## src/rtl/msb_pkg.sv

```systemverilog
// Shared sizing for the word assembler, the receiver and their bench.
package msb_pkg;

  localparam int DW_IN_DEF   = 512;
  localparam int DW_BEAT_DEF = 32;

  // Number of beats packed into one output word.
  function automatic int calc_beats(input int dw_in, input int dw_beat);
    return dw_in / dw_beat;
  endfunction

  // Width needed to hold a beat count from 0 up to and including BEATS.
  function automatic int calc_lw(input int beats);
    return $clog2(beats + 1);
  endfunction

endpackage

```

## src/rtl/word_assembler.sv

```systemverilog
// Packs DW_BEAT-wide input beats into one DW_IN-wide word (first beat in the
// LSBs) and presents it on a registered valid/ready output. An assembly
// register and an output register form a double buffer, so a new word can
// be collected while the previous one waits for the consumer.
// DW_IN must be an integer multiple of DW_BEAT.
module word_assembler
  import msb_pkg::*;
#(
  parameter  int DW_IN   = DW_IN_DEF,
  parameter  int DW_BEAT = DW_BEAT_DEF,
  localparam int BEATS   = calc_beats(DW_IN, DW_BEAT),
  localparam int LW      = calc_lw(BEATS)
) (
  input  logic               clk,
  input  logic               rst_n,
  input  logic [DW_BEAT-1:0] s_data,
  input  logic               s_valid,
  input  logic               s_last,
  output logic               s_ready,
  output logic [DW_IN-1:0]   m_data,
  output logic               m_valid,
  input  logic               m_ready,
  output logic [LW-1:0]      m_len
);

  // Assembly side: partial or parked word, next free slot, parked-word flag.
  logic [DW_IN-1:0] asm_q;
  logic [LW-1:0]    cnt_q;
  logic             asm_full_q;
  logic [LW-1:0]    pend_len_q;

  // Output side.
  logic [DW_IN-1:0] m_data_q;
  logic             m_valid_q;
  logic [LW-1:0]    m_len_q;

  logic             accept;
  logic             complete;
  logic             slot_free;
  logic             load_pend;
  logic [LW-1:0]    len_cur;
  logic [DW_IN-1:0] asm_d;

  // Handshake decode and the assembly word with the current beat merged in.
  always_comb begin
    s_ready   = !asm_full_q;
    accept    = s_valid && !asm_full_q;
    complete  = accept && ((cnt_q == LW'(BEATS - 1)) || s_last);
    slot_free = !m_valid_q || m_ready;
    // A parked word only exists while input is blocked, so it never
    // competes with an accepted beat for the output slot.
    load_pend = asm_full_q && slot_free;
    len_cur   = cnt_q + LW'(1);
    asm_d     = asm_q;
    if (accept) asm_d[int'(cnt_q) * DW_BEAT +: DW_BEAT] = s_data;
  end

  // Assembly register, beat counter and output register.
  always_ff @(posedge clk or negedge rst_n) begin
    if (!rst_n) begin
      asm_q      <= '0;
      cnt_q      <= '0;
      asm_full_q <= 1'b0;
      pend_len_q <= '0;
      m_data_q   <= '0;
      m_valid_q  <= 1'b0;
      m_len_q    <= '0;
    end else begin
      // Consumer took the word; cleared here, re-set below if a new one loads.
      if (m_valid_q && m_ready) m_valid_q <= 1'b0;

      if (load_pend) begin
        m_data_q   <= asm_q;
        m_len_q    <= pend_len_q;
        m_valid_q  <= 1'b1;
        asm_q      <= '0;
        cnt_q      <= '0;
        asm_full_q <= 1'b0;
      end else if (complete) begin
        if (slot_free) begin
          // Straight through: one cycle from last beat to m_valid.
          m_data_q  <= asm_d;
          m_len_q   <= len_cur;
          m_valid_q <= 1'b1;
          asm_q     <= '0;
          cnt_q     <= '0;
        end else begin
          // Output busy: park the finished word and block the input.
          asm_q      <= asm_d;
          pend_len_q <= len_cur;
          asm_full_q <= 1'b1;
        end
      end else if (accept) begin
        asm_q <= asm_d;
        cnt_q <= len_cur;
      end
    end
  end

  assign m_data  = m_data_q;
  assign m_valid = m_valid_q;
  assign m_len   = m_len_q;

endmodule

```

## config.mk

```make
export PLATFORM = sky130hd
export DESIGN_NAME = word_assembler
export DESIGN_NICKNAME = d
export VERILOG_FILES = /design/src/rtl/msb_pkg.sv /design/src/rtl/word_assembler.sv
export SDC_FILE = /design/constraint.sdc
export NUM_CORES = 2
export LEC_CHECK = 0
export ABC_CLOCK_PERIOD_IN_PS = 4700
export BUFFER_PORTS_ARGS = -buffer_cell sky130_fd_sc_hd__buf_4
export CAP_MARGIN = 0
export CORE_MARGIN = 2
export CORE_UTILIZATION = 54
export DETAILED_ROUTE_END_ITERATION = 16
export MAX_ROUTING_LAYER = met4
export PLACE_DENSITY = 0.78
export SLEW_MARGIN = 20
export SYNTH_ARGS = -nofsm -noshare
export SYNTH_HDL_FRONTEND = slang
export SYNTH_SLANG_ARGS = --single-unit
```

## constraint.sdc

```tcl
create_clock -name clk -period 4.7 [get_ports clk]
set_input_delay 0.94 -clock clk [delete_from_list [all_inputs] [get_ports clk]]
set_output_delay 0.94 -clock clk [all_outputs]
set_load 0.02 [all_outputs]
```

Word level (Yosys, flattened, before mapping)
Index checks and enable logic that the tools add are counted.
W data, S select, Z words.
{"block": "classes", "bitwise_logic": 2, "mux": 23, "reduce_logical": 15, "add_sub_neg": 2, "div_mod_pow": 0, "mul": 0, "shift": 2, "eq_ne": 3, "magnitude_cmp": 0}
{"op": "$mux W512", "count": 8}
{"op": "$bwmux W512", "count": 1}
{"op": "$shift A32 B33 Y512 const A", "count": 1}
{"op": "$shiftx A32 B33 Y512", "count": 1}
{"op": "$mux W5", "count": 7}
{"op": "$neg A10 Y33", "count": 1}
{"op": "$mux W1", "count": 7}
{"op": "$reduce_and A2 Y1", "count": 3}
{"op": "$add A5 B1 Y5 const B", "count": 1}
{"op": "$eq A5 B4 Y1 const B", "count": 1}
{"op": "$logic_and A1 B1 Y1", "count": 4}
{"op": "$reduce_bool A2 Y1", "count": 2}
{"op": "$ne A3 B1 Y1 const B", "count": 1}
{"op": "$reduce_and A3 Y1", "count": 1}
{"op": "$reduce_bool A3 Y1", "count": 1}
{"op": "$logic_not A1 Y1", "count": 2}
{"op": "$logic_or A1 B1 Y1", "count": 2}
{"op": "$ne A2 B1 Y1 const B", "count": 1}
{"op": "$not A1 Y1", "count": 2}
{"block": "word_totals", "wordCells": 54, "memories": 0, "ram_bits": 0, "latch_bits": 0, "output_inout_bits": 519, "reg_bits": 1041, "rom_bits": 0, "in_bits": 37}

Logic depth before layout (Yosys ltp)
{"block": "depth", "ltp_word": 7, "mapped_depth": 16, "ltp_nobuf": 10}

Worst setup path before layout
OpenSTA, ideal clock, no wires.
{"block": "synth_timing", "path_type": "register -> register", "start": "reg cnt_q[0]", "end": "reg m_data_q[472] (netlist: m_data[472])", "path_stages_with_launch": 16, "arrival_time_ps": 3395, "setup_ps": 126, "required_time_ps": 4574, "setup_slack_ps": 1179, "cell_sequence": "dfrtp_1 -> clkbuf_1 -> buf_2 -> inv_1 -> ha_1 -> buf_4 -> and2_1 -> ha_1 -> clkbuf_1 -> nand2b_1 -> nor4_2 -> o21ai_2 -> nor2_4 -> nor2_1 -> buf_2 -> a221o_1"}
{"block": "synth_via", "elab_chain_len": 7}
{"item": "from (decl)", "line": "word_assembler.sv:28", "rtl": "logic [LW-1:0] cnt_q;"}
{"item": "from (signal assigned)", "line": "word_assembler.sv:95", "rtl": "cnt_q <= len_cur;"}
{"item": "$neg A10 Y33", "line": "word_assembler.sv:55", "rtl": "if (accept) asm_d[int'(cnt_q) * DW_BEAT +: DW_BEAT] = s_data;"}
{"item": "$shiftx A32 B33 Y512 / $shift A32 B33 Y512 (equally long branches)", "line": "word_assembler.sv:55"}
{"item": "$bwmux W512", "line": "word_assembler.sv:55"}
{"item": "$mux W512", "line": "word_assembler.sv:55"}
{"item": "$mux W512", "line": "word_assembler.sv:80", "rtl": "if (slot_free) begin"}
{"item": "$mux W512", "line": "word_assembler.sv:79", "rtl": "end else if (complete) begin"}
{"item": "$mux W512", "line": "word_assembler.sv:72", "rtl": "if (load_pend) begin"}
{"item": "to (signal assigned)", "line": "word_assembler.sv:73", "rtl": "m_data_q <= asm_q;"}
{"item": "to (signal assigned)", "line": "word_assembler.sv:82", "rtl": "m_data_q <= asm_d;"}
{"item": "to (decl)", "line": "word_assembler.sv:33", "rtl": "logic [DW_IN-1:0] m_data_q;"}
Parallel ways exist; a longest one is shown, timed or not. The select of a mux whose other input is x is not followed.
A chain may end at the register's enable or synchronous reset.

Worst setup path after layout
{"block": "layout_timing", "start": "reg cnt_q[1]", "end": "reg asm_q[457]"}
{"block": "layout_via", "elab_chain_len": 7}
{"item": "$neg A10 Y33", "line": "word_assembler.sv:55"}
{"item": "$shiftx A32 B33 Y512 / $shift A32 B33 Y512 (equally long branches)", "line": "word_assembler.sv:55"}
{"item": "$bwmux W512", "line": "word_assembler.sv:55"}
{"item": "$mux W512", "line": "word_assembler.sv:55"}
{"item": "$mux W512 (on tied branches)", "line": "word_assembler.sv:93, word_assembler.sv:80"}
{"item": "$mux W512", "line": "word_assembler.sv:79"}
{"item": "$mux W512", "line": "word_assembler.sv:72"}
{"item": "to (signal assigned)", "line": "word_assembler.sv:89", "rtl": "asm_q <= asm_d;"}
{"item": "to (signal assigned)", "line": "word_assembler.sv:94", "rtl": "asm_q <= asm_d;"}
{"item": "to (decl)", "line": "word_assembler.sv:27", "rtl": "logic [DW_IN-1:0] asm_q;"}
Parallel ways exist; a longest one is shown, timed or not. The select of a mux whose other input is x is not followed.

==> run summary <==
Mapped Cells: 4764
Total GRT Usage: 0.422
post-synth cell types: 72
Port Buffer Count: 555
IO Pins: 556
Routed WL: 180000 um
Crit Path Class: reg -> reg
TritonCTS Sinks: 1041
fraction of registers with async set/reset: 1.00
pin count of the biggest net entering global routing: 181
mux cell area share after synthesis: 0.0103
wire length per cell: 28.3 um
Root Buffer: clkbuf_16
Final Cycle Share: 0.810
Syn. warnings: 0
CTS max path bufs: 3
later-pin clock latency in the skew report: 0.69 ns
postcts setup bufs: 0
largest family of logic cells by synthesized area: compound AO/OA/AOI/OAI gates
Final GP Congestion: 0.934
sequential fraction of the synthesis area: 0.569
DRC: 0
filler instances: 6736
Initial Util: 0.546
f_max: 263 MHz
pre-CTS setup slack: 1.02 ns
vias: 42300
Post-layout nets: 5175
synthesized flop and latch total: 1041
Post-CTS Resized: 0
ys flop type: dfrtp_1
startpoint types: flop
max cap viols: 0
# rows: 106
ANT nets after route: 0
final hold violation count: 0
Pwr Density: 443 nW/um^2
Compound-Gate Fraction of Synth Area: 0.200
initial antenna violation count: 10
RSZ-0062 raised after global routing: false
Num CTS Buffers: 106
Mapped Area: 45800 um^2
Post-Synth XOR/XNOR Area: 0.00172
Worst setup EP type: flop
layout cells sized above 1: 0.182
H-tree depth: 3
adder-cell share of the synthesized area: 0.00109
die outline height: 295 um
DR iter-0 viols: 5973
CP required: 5.31 ns
Leak: 24.2 nW
core footprint: 83800 um^2
Hold Path Class: in -> async
Tmin final: 3.81 ns
setup TNS: 0 ns
status: complete, no violations
overall overflow remaining after global route: 0
simple-gate share of the synthesized area: 0.175
Mapped Avg Cell Area: 9.61 um^2
CTS tree: done
Syn Nets: 4805
Area Growth Syn to Fin: 19.2%
setup ws final: 0.895 ns
vias in the first global route: 40000
Post-synth EDFFs: 0
clk slew on worst S/H paths: 0.06 ns
Die W: 295 um
Max-slew headroom: 0.252
drt via density: 6.65
Final Setup Violations: 0
Least-Margin Pin Slew: 1.12 ns
drt pass-1 iters: 7
Worst Skew: 0.0253 ns
die area: 87100 um^2
maximum vdd ir drop: 0.000297 V
Critical Path AT: 4.42 ns
CP Max Fanout: 11
global-route wire length before repair: 266000 um
post-DP HPWL: 115000 um
Final Slew Violations: 0
Hold Buf Count CTS: 0
-- cell families (layout without fill, tap and decap cells) --
family	count (synthesis)	after routing
mux	47	47
fa+ha+maj	4	4
buf+inv	487	939
xor+xnor	6	6
simple gates	1801	1801
flops	1041	1041
compound gates	1378	1378
other cells	0	11
-- registers in the layout (all words and copies together), names as in the netlist --
signal / flops
asm_full_q: 1
asm_q: 512
cnt_q: 5
m_data: 512
m_len: 5
m_valid: 1
pend_len_q: 5
-- cells in the final DEF (no fill, tap or decap), drive strengths merged, types with 4 or more instances in the layout --
cell | synthesis | final
dfrtp | 1041 | 1041
nand2 | 811 | 811
buf | 122 | 716
o21ai | 411 | 411
nand3 | 293 | 293
nor2 | 278 | 278
nor3 | 244 | 244
a21oi | 200 | 200
a22o | 192 | 192
clkbuf | 332 | 155
a31oi | 145 | 145
o21bai | 106 | 106
a211oi | 77 | 77
or3 | 68 | 68
o22ai | 58 | 58
o2bb2ai | 54 | 54
mux2i | 46 | 46
a32o | 45 | 45
inv | 33 | 36
a221oi | 32 | 32
nand4 | 25 | 25
clkinv | 0 | 25
and2 | 24 | 24
and3 | 18 | 18
a221o | 17 | 17
o21a | 13 | 13
diode | 0 | 11
nor4 | 11 | 11
nor2b | 10 | 10
o211ai | 7 | 7
nand2b | 6 | 6
or2 | 5 | 5
a21o | 4 | 4
a31o | 4 | 4
ha | 4 | 4
bufinv | 0 | 4
xnor2 | 4 | 4
-- worst max-delay path: stages (launching register included) --
cell      delay, ns
dfrtp_1        0.61
inv_1          0.15
ha_1           0.22
and2_1         0.14
ha_1           0.48
nand2b_1       0.23
nor4_2         0.28
o21a_1         0.38
nand2_2        0.27
nor4_2         0.55
buf_4          0.28
a22o_1         0.14
-- through the flow --
stage	util	power, mW	instance area, um^2	hold WS, ns	cells
after global placement	0.610	15.7	51200	0.455	6160
after CTS	0.651	24.0	54500	0.343	6350
after floorplan	-	13.0	45800	0.444	4764
final	0.651	24.2	54600	0.298	6361
after global routing	0.651	24.8	54600	0.346	6359
after detailed placement	0.610	15.8	51200	0.458	6160
-- cell type report --
class	count	area (um^2)	share of cell area
sequential	1041	26100	0.477
inverter	33	129	0.00236
clock inverter	35	330	0.00605
clock buffer	155	3050	0.0559
antenna	11	27.5	0.000504
tap	1134	1420	0.0260
multi-input combinational	3236	17900	0.328
timing repair buffer	716	5670	0.104
-- Yosys cell counts (all sizes together) (45+ instances only) --
library cell / count / area share
a211oi: 77 / 0.014
a21oi: 200 / 0.022
a22o: 192 / 0.037
a31oi: 145 / 0.020
a32o: 45 / 0.0098
buf: 122 / 0.013
clkbuf: 332 / 0.027
dfrtp: 1041 / 0.57
mux2i: 46 / 0.010
nand2: 811 / 0.067
nand3: 293 / 0.032
nor2: 278 / 0.023
nor3: 244 / 0.027
o21ai: 411 / 0.045
o21bai: 106 / 0.017
o22ai: 58 / 0.0079
o2bb2ai: 54 / 0.010
or3: 68 / 0.0093
-- path summary, 6_finish.rpt --
kind                       slack, ns  startpoint    endpoint  cells after the start
setup / recovery                0.89    cnt_q[1]  asm_q[457]                     11
hold reg to reg                 0.47    m_len[3]    m_len[3]                      2
max in group asynchronous       3.20       rst_n  m_data[82]                      3
hold / removal                  0.30       rst_n  asm_q[308]                      1
min in group clk                0.47    m_len[3]    m_len[3]                      2
setup reg to reg                0.89    cnt_q[1]  asm_q[457]                     11
-- report_power, final --
group | internal (mW) | switching [mW]
logic | 1.69 | 3.79
registers | 9.67 | 0.680
clock network | 4.71 | 3.66
-- layer usage --
layer / GRT usage / share of wire
met1: 0.536 / 0.36
met2: 0.585 / 0.43
met3: 0.145 / 0.14
met4: 0.251 / 0.070
met5: - / 0
No activity file was read; power rests on OpenSTA's default activity.
